**config.mk**
```make
export PLATFORM = sky130hd
export DESIGN_NAME = fir_result_serializer_flat
export DESIGN_NICKNAME = d
export VERILOG_FILES = /design/src/rtl/fir_pkg.sv /design/src/rtl/fir_result_serializer_if.sv /design/src/rtl/fir_round_saturate.sv /design/src/rtl/fir_result_serializer.sv /design/src/flat_wrapper.sv
export SDC_FILE = /design/constraint.sdc
export NUM_CORES = 1
export LEC_CHECK = 0
export BUFFER_PORTS_ARGS = -buffer_cell sky130_fd_sc_hd__buf_2
export CAP_MARGIN = 20
export CORE_MARGIN = 2
export CORE_UTILIZATION = 56
export DETAILED_ROUTE_END_ITERATION = 8
export PLACE_DENSITY = 0.89
export SLEW_MARGIN = 20
export SYNTH_ARGS = -nofsm -noshare
export SYNTH_HDL_FRONTEND = slang
export SYNTH_SLANG_ARGS = --single-unit
```
**constraint.sdc**
```tcl
create_clock -name clock -period 2 [get_ports clock]
set_clock_uncertainty 0.05 [all_clocks]
set_input_delay 0.2 -clock clock [delete_from_list [all_inputs] [get_ports clock]]
set_output_delay 0.2 -clock clock [all_outputs]
set_load 0.005 [all_outputs]
```
**src/rtl/fir_pkg.sv**
```systemverilog
// Shared constants and state type for the FIR result serializer.
// Defaults describe a Q15 FIR with a 38-bit accumulator and 16-bit samples.
package fir_pkg;

  localparam int unsigned BYTE_WIDTH           = 8;
  localparam int unsigned OUTPUT_WIDTH_DEFAULT = 38;
  localparam int unsigned SHIFT_DEFAULT        = 15;
  localparam int unsigned SAMPLE_WIDTH_DEFAULT = 16;

  typedef enum logic {
    Idle,
    Send
  } state_e;

  function automatic int unsigned num_bytes(int unsigned width);
    return (width + BYTE_WIDTH - 1) / BYTE_WIDTH;
  endfunction

endpackage

```
**src/rtl/fir_result_serializer_if.sv**
```systemverilog
// Result-capture and byte-stream signals between the FIR datapath, the serializer
// and the UART transmitter.
interface fir_result_serializer_if
  import fir_pkg::*;
#(
  parameter int unsigned OUTPUT_WIDTH = OUTPUT_WIDTH_DEFAULT
);

  logic                    result_valid;
  logic [OUTPUT_WIDTH-1:0] result;
  logic                    result_ready;
  logic                    tx_valid;
  logic [BYTE_WIDTH-1:0]   tx_data;
  logic                    tx_ready;
  logic                    sat_flag;
  logic                    overrun;

  // Producer of results and consumer of bytes.
  modport master (
    output result_valid,
    output result,
    input  result_ready,
    input  tx_valid,
    input  tx_data,
    output tx_ready,
    input  sat_flag,
    input  overrun
  );

  // The serializer itself.
  modport slave (
    input  result_valid,
    input  result,
    output result_ready,
    output tx_valid,
    output tx_data,
    input  tx_ready,
    output sat_flag,
    output overrun
  );

endinterface

```
**src/rtl/fir_round_saturate.sv**
```systemverilog
// Rounds a signed FIR accumulator by SHIFT bits (round half up) and clamps the
// result to a signed SAMPLE_WIDTH sample, flagging when clamping occurred.
module fir_round_saturate
  import fir_pkg::*;
#(
  parameter int unsigned OUTPUT_WIDTH = OUTPUT_WIDTH_DEFAULT,
  parameter int unsigned SHIFT        = SHIFT_DEFAULT,
  parameter int unsigned SAMPLE_WIDTH = SAMPLE_WIDTH_DEFAULT
) (
  input  logic signed [OUTPUT_WIDTH-1:0] result,
  output logic signed [SAMPLE_WIDTH-1:0] sample,
  output logic                           sat
);

  // One extra bit so adding the rounding half can never overflow.
  localparam int unsigned SumWidth = OUTPUT_WIDTH + 1;

  localparam logic signed [SumWidth-1:0] Half   = SumWidth'(1) << (SHIFT - 1);
  localparam logic signed [SumWidth-1:0] MaxVal =
    {{(SumWidth - SAMPLE_WIDTH + 1){1'b0}}, {(SAMPLE_WIDTH - 1){1'b1}}};
  localparam logic signed [SumWidth-1:0] MinVal =
    {{(SumWidth - SAMPLE_WIDTH + 1){1'b1}}, {(SAMPLE_WIDTH - 1){1'b0}}};

  logic signed [SumWidth-1:0] sum;
  logic signed [SumWidth-1:0] rounded;

  always_comb begin
    sum     = SumWidth'(result) + Half;
    rounded = sum >>> SHIFT;
    sample  = rounded[SAMPLE_WIDTH-1:0];
    sat     = 1'b0;
    if (rounded > MaxVal) begin
      sample = MaxVal[SAMPLE_WIDTH-1:0];
      sat    = 1'b1;
    end else if (rounded < MinVal) begin
      sample = MinVal[SAMPLE_WIDTH-1:0];
      sat    = 1'b1;
    end
  end

endmodule

```
**src/rtl/fir_result_serializer.sv**
```systemverilog
// Captures a finished FIR result and streams it LSB-first as bytes to a UART.
// Define FIR_SATURATE_EN to send a rounded, clamped sample instead of the full word.
module fir_result_serializer
  import fir_pkg::*;
#(
  parameter int unsigned OUTPUT_WIDTH = OUTPUT_WIDTH_DEFAULT,
  parameter int unsigned SHIFT        = SHIFT_DEFAULT,
  parameter int unsigned SAMPLE_WIDTH = SAMPLE_WIDTH_DEFAULT
) (
  input  logic                    clock,
  input  logic                    reset,
  fir_result_serializer_if.slave  bus
);

  if (SHIFT < 1 || SHIFT >= OUTPUT_WIDTH || SAMPLE_WIDTH < 2 || SAMPLE_WIDTH > OUTPUT_WIDTH)
  begin : g_bad_cfg
    $error("fir_result_serializer: unsupported SHIFT/SAMPLE_WIDTH for OUTPUT_WIDTH");
  end

`ifdef FIR_SATURATE_EN
  localparam int unsigned DataWidth = SAMPLE_WIDTH;
`else
  localparam int unsigned DataWidth = OUTPUT_WIDTH;
`endif
  localparam int unsigned NumBytes  = num_bytes(DataWidth);
  localparam int unsigned WordWidth = NumBytes * BYTE_WIDTH;
  localparam int unsigned IdxWidth  = (NumBytes > 1) ? $clog2(NumBytes) : 1;
  localparam logic [IdxWidth-1:0] LastIdx = IdxWidth'(NumBytes - 1);

  state_e                state_q, state_d;
  logic [WordWidth-1:0]  word_q, word_d;
  logic [IdxWidth-1:0]   idx_q, idx_d;
  logic                  overrun_q, overrun_d;
  logic [WordWidth-1:0]  load_word;
  logic                  sat;
  logic                  capture;

`ifdef FIR_SATURATE_EN
  logic signed [SAMPLE_WIDTH-1:0] sample;

  fir_round_saturate #(
    .OUTPUT_WIDTH (OUTPUT_WIDTH),
    .SHIFT        (SHIFT),
    .SAMPLE_WIDTH (SAMPLE_WIDTH)
  ) u_round_saturate (
    .result (bus.result),
    .sample (sample),
    .sat    (sat)
  );

  assign load_word = WordWidth'(sample);
`else
  assign load_word = WordWidth'($signed(bus.result));
  assign sat       = 1'b0;
`endif

  always_comb begin
    state_d          = state_q;
    word_d           = word_q;
    idx_d            = idx_q;
    overrun_d        = overrun_q;
    capture          = 1'b0;
    bus.result_ready = (state_q == Idle);
    bus.tx_valid     = (state_q == Send);
    bus.tx_data      = word_q[BYTE_WIDTH-1:0];

    unique case (state_q)
      Idle: begin
        if (bus.result_valid) begin
          capture = 1'b1;
          word_d  = load_word;
          idx_d   = '0;
          state_d = Send;
        end
      end
      Send: begin
        // A result arriving now is dropped; only the sticky flag records it.
        if (bus.result_valid) begin
          overrun_d = 1'b1;
        end
        if (bus.tx_ready) begin
          word_d = word_q >> BYTE_WIDTH;
          idx_d  = idx_q + 1'b1;
          if (idx_q == LastIdx) begin
            idx_d   = '0;
            state_d = Idle;
          end
        end
      end
      default: state_d = Idle;
    endcase

    // A result presented during reset is never captured, so it cannot flag.
    bus.sat_flag = capture & sat & reset;
  end

  always_ff @(posedge clock) begin
    if (!reset) begin
      state_q   <= Idle;
      word_q    <= '0;
      idx_q     <= '0;
      overrun_q <= 1'b0;
    end else begin
      state_q   <= state_d;
      word_q    <= word_d;
      idx_q     <= idx_d;
      overrun_q <= overrun_d;
    end
  end

  assign bus.overrun = overrun_q;

endmodule

```
**src/flat_wrapper.sv**
```systemverilog
// flat-port wrapper written by rule: the top's interface ports become plain ports
module fir_result_serializer_flat import fir_pkg::*;
#(
  parameter int unsigned OUTPUT_WIDTH = OUTPUT_WIDTH_DEFAULT,
  parameter int unsigned SHIFT        = SHIFT_DEFAULT,
  parameter int unsigned SAMPLE_WIDTH = SAMPLE_WIDTH_DEFAULT
)
  (clock, reset, bus_result_valid, bus_result, bus_result_ready, bus_tx_valid, bus_tx_data, bus_tx_ready, bus_sat_flag, bus_overrun);
  fir_result_serializer_if #(.OUTPUT_WIDTH(OUTPUT_WIDTH)) bus_i ();
  input  logic clock;
  input  logic reset;
  input wire logic [$bits(bus_i.result_valid)-1:0] bus_result_valid;
  input wire logic [$bits(bus_i.result)-1:0] bus_result;
  output wire logic [$bits(bus_i.result_ready)-1:0] bus_result_ready;
  output wire logic [$bits(bus_i.tx_valid)-1:0] bus_tx_valid;
  output wire logic [$bits(bus_i.tx_data)-1:0] bus_tx_data;
  input wire logic [$bits(bus_i.tx_ready)-1:0] bus_tx_ready;
  output wire logic [$bits(bus_i.sat_flag)-1:0] bus_sat_flag;
  output wire logic [$bits(bus_i.overrun)-1:0] bus_overrun;
  assign bus_i.result_valid = bus_result_valid;
  assign bus_i.result = bus_result;
  assign bus_result_ready = bus_i.result_ready;
  assign bus_tx_valid = bus_i.tx_valid;
  assign bus_tx_data = bus_i.tx_data;
  assign bus_i.tx_ready = bus_tx_ready;
  assign bus_sat_flag = bus_i.sat_flag;
  assign bus_overrun = bus_i.overrun;
  fir_result_serializer #(.OUTPUT_WIDTH(OUTPUT_WIDTH), .SHIFT(SHIFT), .SAMPLE_WIDTH(SAMPLE_WIDTH)) u_core (.clock(clock), .reset(reset), .bus(bus_i));
endmodule
```
# Yosys cells after proc, flatten, opt, wreduce, memory -nomap -nowiden

Index checks and enable logic that the tools add are counted.
Widths: inputs -> output; s select.

Logic and storage cells: 22
Bits of input ports: 42
Bits in registers: 45

Add/sub/neg operators: 1
Muxes and demuxes: 11
Reductions and logical operators: 2
Bitwise operators: 1
Equality and inequality tests: 3

Operators with widths:

| operator            | count |
|---|---|
| $mux 40             | 2 |
| $pmux 40 s2         | 1 |
| $mux 3              | 3 |
| $pmux 3 s2          | 1 |
| $ne 2x2->1 const B  | 2 |
| $reduce_and 2->1    | 2 |
| $add 3x1->3 const B | 1 |
| $eq 3x3->1 const B  | 1 |
| $mux 1              | 3 |
| $pmux 1 s2          | 1 |
| $not 1->1           | 1 |

# Logic depth before layout (Yosys ltp)

Gate-level depths: netlist (run 1).

Depth in word-level cells: 4
Mapped depth: 6
Mapped depth without buffers: 5

# Worst setup path after synthesis (run 1)

Ideal clock, no wire load.

Kind: reg2reg
Start: register u_core.state_q (netlist: u_core.bus.tx_valid)
End: register u_core.word_q[0]
Setup slack: 626 ps
Arrival time: 1208 ps
Setup time: 116 ps
Clock period less this slack: 1374 ps
Stages on the path, launching flop included: 6
Buffers on the path: 3
Path through: dfxtp_1 -> buf_6 -> mux2_4 -> buf_6 -> buf_6 -> o211a_1

Longest elaborated chain between the ends: 3
Elaborated cells on any way between the ends: 5
Those cells by class: eq/ne: 2; mux: 1; bitwise: 1; reduce/logical: 1

RTL lines:

| element                           | RTL line                     | text |
|---|---|---|
| start, declared                   | fir_result_serializer.sv:30  | `state_e state_q, state_d;` |
| start signal, assigned            | fir_result_serializer.sv:99  | `state_q <= Idle;` |
| start signal, assigned            | fir_result_serializer.sv:104 | `state_q <= state_d;` |
| $not 1->1                         | n/a                          |  |
| $ne 2x2->1 (no source line)       | n/a                          |  |
| $reduce_and 2->1 (no source line) | n/a                          |  |
| end signal, assigned              | fir_result_serializer.sv:105 | `word_q <= word_d;` |
| end, declared                     | fir_result_serializer.sv:31  | `logic [WordWidth-1:0] word_q, word_d;` |

Parallel ways exist; a longest one is shown, timed or not.
A chain may end at the register's enable or synchronous reset.

# Worst setup path in the final report (run 1)

Start: register u_core.state_q (netlist: u_core.bus.tx_valid)
End: register u_core.word_q[35]

The elaborated chain is that of the path after synthesis.

==> flow_metrics.tcl, run 1 <==
set metrics [dict create \
    grt_pass1_wl_um 6000 \
    yosys.area_share.simple 0.0991 \
    setup_viol 0 \
    post_cts_resize_count 0 \
    most-common-layout-cells "buf_2, dfxtp_1, nand2_1" \
    final_common_cell "buf_2" \
    crit_family "multiplexers" \
    grt_max_degree 66 \
    io-pin-count 54 \
    required_ns 2.18 \
    slowest_delay_ns 0.59 \
    leakage_uw 0.00132 \
    rrSetupSlack_ns 0.44 \
    multi_input_area_sq_um 992 \
    fmax_mhz 642 \
    post-route-min-period_ns 1.56 \
    cts.sinks 43 \
    cts_tree "yes" \
    drv_cap 0 \
    final-hold-violation-count 0 \
    fin_nets 282 \
    p_seq_frac 0.469 \
    crit_path_start_kind "flop" \
    fill_cells 297 \
    cp.depth 4 \
    post_drt_via_cell_ratio 5.33 \
    max_slew_margin 0.564 \
    tightestPinTransition_ns 0.636 \
    clk_latency_ns 0.29 \
    post-route-period-util 0.778 \
    cp_max_fo 14 \
    cts.clk_slew.worst_paths_ns 0.08 \
    sw_frac_of_total 0.232 \
    cts_max_level 2 \
    synth_compound_area_frac 0.201 \
    highest_layer "met4" \
    p_clk_frac 0.383 \
    endpoint_kind "flop" \
    hp-class "in2reg" \
    routed_wl_um 3690 \
    portBuffers 52 \
    synth_top_family_by_area "compound AO/OA/AOI/OAI gates" \
    hold_depth 3 \
    die_height_um 64.6 \
    internal-power_uw 1580 \
    antenna_found_initial 0 \
    avgSynthCellArea_sq_um 10.3 \
    cts_hold_buf 0 \
    syn_area_sq_um 2060 \
    holdPathEnd "u_core.word_q[36]" \
    syn_nets 244 \
    synth_xor_area_frac 0 \
    die_w_um 64.6 \
    path_cells "buf_4, mux2i_1, a22oi_1, nor2b_1" \
    final_max_slew_viol_count 0 \
    clockBufferDepth 2 \
    synth_sequential_area_ratio 0.418 \
    ir_worst_vdd_v 0.000529 \
    synthCells 200 \
    synthMuxAreaShare 0.168 \
    grt_pass1_vias 1354 \
    synthAdderAreaFrac 0.0122 \
    row_count 22 \
    synthToLayoutAreaGrowth_pct 14.7 \
    synthDistinctLibCells 22 \
    route.met3.wl_um 125 \
    drtPass1Iterations 5 \
    seq_area_sq_um 862 \
    vias 1531 \
    cp_slowest_cell "mux2i_1" \
    rsz0062_at_grt "no" \
    die_area_sq_um 4180 \
    cts_setup_buffers 0 \
    layout-drive-gt1-share 0.289 \
    ant_nets 0 \
    grt-ovfl-total 0 \
    grt_use_total 0.186 \
    start_util 0.571 \
    wl_met1_um 1700 \
    crit-reg2reg-capture "u_core.word_q[35]" \
    wl_met2_um 1830 \
    core_sq_um 3610 \
    drcViolationCount 0 \
    finalPower_uw 2060 \
    p_comb_frac 0.148 \
    numCtsBuffers 5 \
    arrival_ns 1.74 \
    wire_per_inst_um 12.9 \
    tns_ns 0 \
    worst-setup-path-type "reg2reg" \
    first_iter_violations 72 \
    power_switching_uw 478 \
    r2r-start "u_core.bus.tx_valid" \
    root_buffer "clkbuf_8" \
    status "finished, final reports clean" \
    powerDensity_nw_per_um2 873 \
    antenna_cells 0 \
    reg2reg_depth 4 \
    min_from "bus_result[36]" \
    gp_congestion 0.799 \
    hpwlAfterDp_um 2570 \
    ys_warn_count 0 \
    crit_buf_inv 1 \
    synth-seq-cells 43 \
]
cells in the mapped netlist, drive strengths merged:
cell type / instances / area, sq um
dfxtp: 43 / 861
nand2: 36 / 135
mux2i: 33 / 330
o211a: 32 / 320
buf: 21 / 175
nor2b: 8 / 50.1
a22oi: 6 / 45.0
clkbuf: 5 / 18.8
inv: 3 / 11.3
a21boi: 2 / 15.0
ha: 2 / 25.0
nand4: 2 / 12.5
a21oi: 1 / 5.00
a31o: 1 / 8.76
and3: 1 / 6.26
conb: 1 / 3.75
mux2: 1 / 15.0
o221a: 1 / 11.3
o311ai: 1 / 8.76
state kept, by name, indices dropped and copies added, names as in the netlist:
| register | flops |
|---|---|
| u_core.bus.overrun | 1 |
| u_core.idx_q | 3 |
| u_core.bus.tx_valid | 1 |
| u_core.word_q | 38 |
worst reg2reg max path: stages, from the launching register on:
cell and delay [ns]:
dfxtp_2 0.35, buf_4 0.22, mux2i_1 0.59, a22oi_1 0.15
nor2b_1 0.14
cell families after synthesis:
logic type | count (synthesis)
compound gates | 44
fa+ha+maj | 2
buf+inv | 29
flops | 43
mux | 34
other cells | 1
simple gates | 47
cell type report:
type	count	area share
repair buffers	57	0.126
flip-flops and latches	43	0.365
inverters	3	0.00477
multi-input cells	128	0.420
clock inverters	3	0.0286
well taps	48	0.0255
clock buffers	5	0.0292
routing by layer:
layer	vias to the layer above	global-route usage
li1	780	-
met1	719	0.221
met2	27	0.320
met3	5	0.0625
met4	0	0.0559
met5	-	0
power groups by stage:
| stage | Sequential [uW] | Clock, uW | Combinational, uW |
|---|---|---|---|
| 5_1_grt | 975 | 853 | 336 |
| 2_1_floorplan | 975 | 0 | 257 |
| 4_1_cts | 966 | 804 | 307 |
| 3_3_place_gp | 982 | 0 | 299 |
| 3_5_place_dp | 985 | 0 | 306 |
| 6_report | 966 | 789 | 304 |
through the flow:
step	area [sq um]	utilization	worst slack, ns	hold WS, ns	std cells
finish	2360	0.654	0.443	0.135	287
global route	2360	0.654	0.319	0.129	287
CTS	2360	0.654	0.459	0.127	287
detailed placement	2220	0.617	0.469	0.431	279
global placement	2220	0.617	0.503	0.419	279
floorplan	2060	-	0.626	0.315	200
worst max-delay path by stage:
| stage | start | endpoint | slack [ns] |
|---|---|---|---|
| floorplan | u_core.bus.tx_valid | u_core.word_q[0] | 0.63 |
| global placement | u_core.bus.tx_valid | u_core.word_q[33] | 0.50 |
| detailed placement | u_core.bus.tx_valid | u_core.word_q[35] | 0.47 |
| CTS | u_core.bus.tx_valid | u_core.word_q[35] | 0.46 |
| global route | u_core.bus.tx_valid | u_core.idx_q[2] | 0.32 |
| finish | u_core.bus.tx_valid | u_core.word_q[35] | 0.44 |
No activity file was read; power rests on OpenSTA's default activity.
==> run 2, diff against run 1 <==
Settings changed: ABC_AREA from default to 1, CORE_UTILIZATION 56 to 53, PLACE_DENSITY 0.89 to 0.84.
Clock period 2 ns to 1.49 ns, I/O delays scaled along.
==> run 2 against run 1 <==
  * Cell area increased by 3.9%
  * Non-clock buffer count is 2 higher
  * Total power is 20% higher
  * Register-to-register slack got worse by 0.27 ns
  * Critical path type is now reg2out
  * Largest cell class unchanged
==> flow_metrics.tcl, run 2 <==
set metrics [dict create \
    status "finished, final reports clean" \
    required_ns 1.29 \
    vias 2041 \
    die_height_um 68.2 \
    most-common-layout-cells "nand2_1, nor2_1, buf_2" \
    cts_tree "yes" \
    io-pin-count 54 \
    cts_max_level 2 \
    start_util 0.550 \
    endpoint_kind "output pin" \
    grt_max_degree 42 \
    syn_area_sq_um 2190 \
    crit_path_start_kind "flop" \
    row_count 23 \
    die_w_um 68.2 \
    post_cts_resize_count 0 \
    ys.flop_type "dfxtp_1" \
    syn_nets 373 \
    final_common_cell "nand2_1" \
    fill_cells 373 \
    finalPower_uw 2470 \
    clk_latency_ns 0.30 \
    async_flop_share 0 \
    leakage_uw 0.00126 \
    largest-register "u_core.word_q" \
    met3_usage 0.0543 \
    first_iter_violations 105 \
    grtUsageMet1 0.261 \
    drv_cap 0 \
    reg_top3 "u_core.word_q: 38 flops, u_core.idx_q: 3 flops" \
    synth_top_cells_by_area "dfxtp_1, nand2_1, nor2_1, o21ai_0, nand3_1" \
    synth_edf_count 0 \
    tns_ns 0 \
    synth-seq-cells 43 \
    synth_top_area_frac 0.394 \
    cts_hold_buf 0 \
    rsz0062_at_grt "no" \
    cts_setup_buffers 0 \
    antenna_cells 0 \
    root_buffer "clkbuf_8" \
    core_sq_um 3970 \
    use_met2 0.399 \
    hpwlAfterDp_um 3230 \
    final-hold-violation-count 0 \
    synth.largest_area_cell "dfxtp_1" \
    grt_use_total 0.227 \
    gp_congestion 0.785 \
    grt_pass1_wl_um 7940 \
    die_area_sq_um 4650 \
    fin_nets 411 \
    busiest_layer "met2" \
    avgSynthCellArea_sq_um 6.64 \
    portBuffers 52 \
    grt_pass1_vias 1871 \
    synth_sequential_area_ratio 0.394 \
    wire_per_inst_um 11.1 \
    ys_warn_count 0 \
    cts.sinks 43 \
    largest_reg_flops 38 \
    drcViolationCount 0 \
    cts.clk_slew.worst_paths_ns 0.07 \
    post_drt_via_cell_ratio 4.91 \
    powerDensity_nw_per_um2 1010 \
    numCtsBuffers 5 \
    worst-setup-path-type "reg2out" \
    antenna_found_initial 0 \
    grt-ovfl-total 0 \
    arrival_ns 1.15 \
    layout-drive-gt1-share 0.191 \
    post-route-min-period_ns 1.35 \
    setup_viol 0 \
    post-route-period-util 0.905 \
    cp_max_fo 41 \
    ir_worst_vdd_v 0.000546 \
    synthToLayoutAreaGrowth_pct 12.1 \
    fmax_mhz 742 \
    routed_wl_um 4600 \
    synthDistinctLibCells 20 \
    synthCells 329 \
    drtPass1Iterations 4 \
    clockBufferDepth 2 \
    hp-class "in2reg" \
    ant_nets 0 \
    synthMostInstantiatedCell "nand2_1" \
    rrSetupSlack_ns 0.17 \
    synth_common_cells "nand2_1, nor2_1, dfxtp_1" \
    final_max_slew_viol_count 0 \
]
[run 2: cell types whose count changed after synthesis, sizes merged, moves of 4 or more]
cell | before | now
nand2 | 36 | 111
nor2 | 0 | 68
mux2i | 33 | 0
o211a | 32 | 0
o21ai | 0 | 25
nand3 | 0 | 16
inv | 3 | 16
a21oi | 1 | 9
nand3b | 0 | 8
nor2b | 8 | 0
a22oi | 6 | 0
buf | 21 | 25
[run 2: per-stage QoR]
step / cell area, sq um / utilization / setup WS, ns / hold slack (ns) / cells
global placement: 2370 / 0.598 / 0.225 / 0.359 / 410
finish: 2450 / 0.617 / 0.142 / 0.0488 / 416
detailed placement: 2370 / 0.598 / 0.173 / 0.357 / 410
global route: 2450 / 0.617 / 0.0129 / 0.0498 / 416
CTS: 2450 / 0.617 / 0.140 / 0.0463 / 416
floorplan: 2190 / - / 0.342 / 0.209 / 329
[run 2: cells by family after synthesis]
| logic type | synth area share |
|---|---|
| AO/OA/AOI/OAI | 0.0807 |
| AND/OR/NAND/NOR | 0.390 |
| adder cells (fa/ha/maj) | 0.0114 |
| flip-flops | 0.394 |
| buffers and inverters | 0.122 |
| other | 0.00172 |
[run 2: final cells by class]
type	instances	area, sq um	area share
multi-input cells	241	1060	0.431
clock buffers	5	68.8	0.0281
repair buffers	59	325	0.133
well taps	50	62.6	0.0255
inverters	17	68.8	0.0281
clock inverters	1	7.51	0.00306
flip-flops and latches	43	861	0.351
[run 2: final timing paths]
check | cells past startpoint | from | endpoint
max | 3 | u_core.bus.tx_valid | bus_result_ready
min | 3 | bus_result[32] | u_core.word_q[32]
max reg2reg | 6 | u_core.bus.tx_valid | u_core.word_q[4]
min reg2reg | 2 | u_core.bus.overrun | u_core.bus.overrun
[run 2: critical path, cell delays in order (launching register included)]
cell     delay [ns]
dfxtp_1        0.45
inv_4          0.09
buf_12         0.18
buf_2          0.14
[run 2: layer usage]
layer	routed length, um	up-vias
met5	0	-
met4	63	0
met1	2060	909
li1	-	1081
met2	2280	44
met3	201	7
[run 2: power breakdown]
group          switching (uW)  internal (uW)
Sequential               45.3           1250
Clock                     382            311
Combinational             283            199
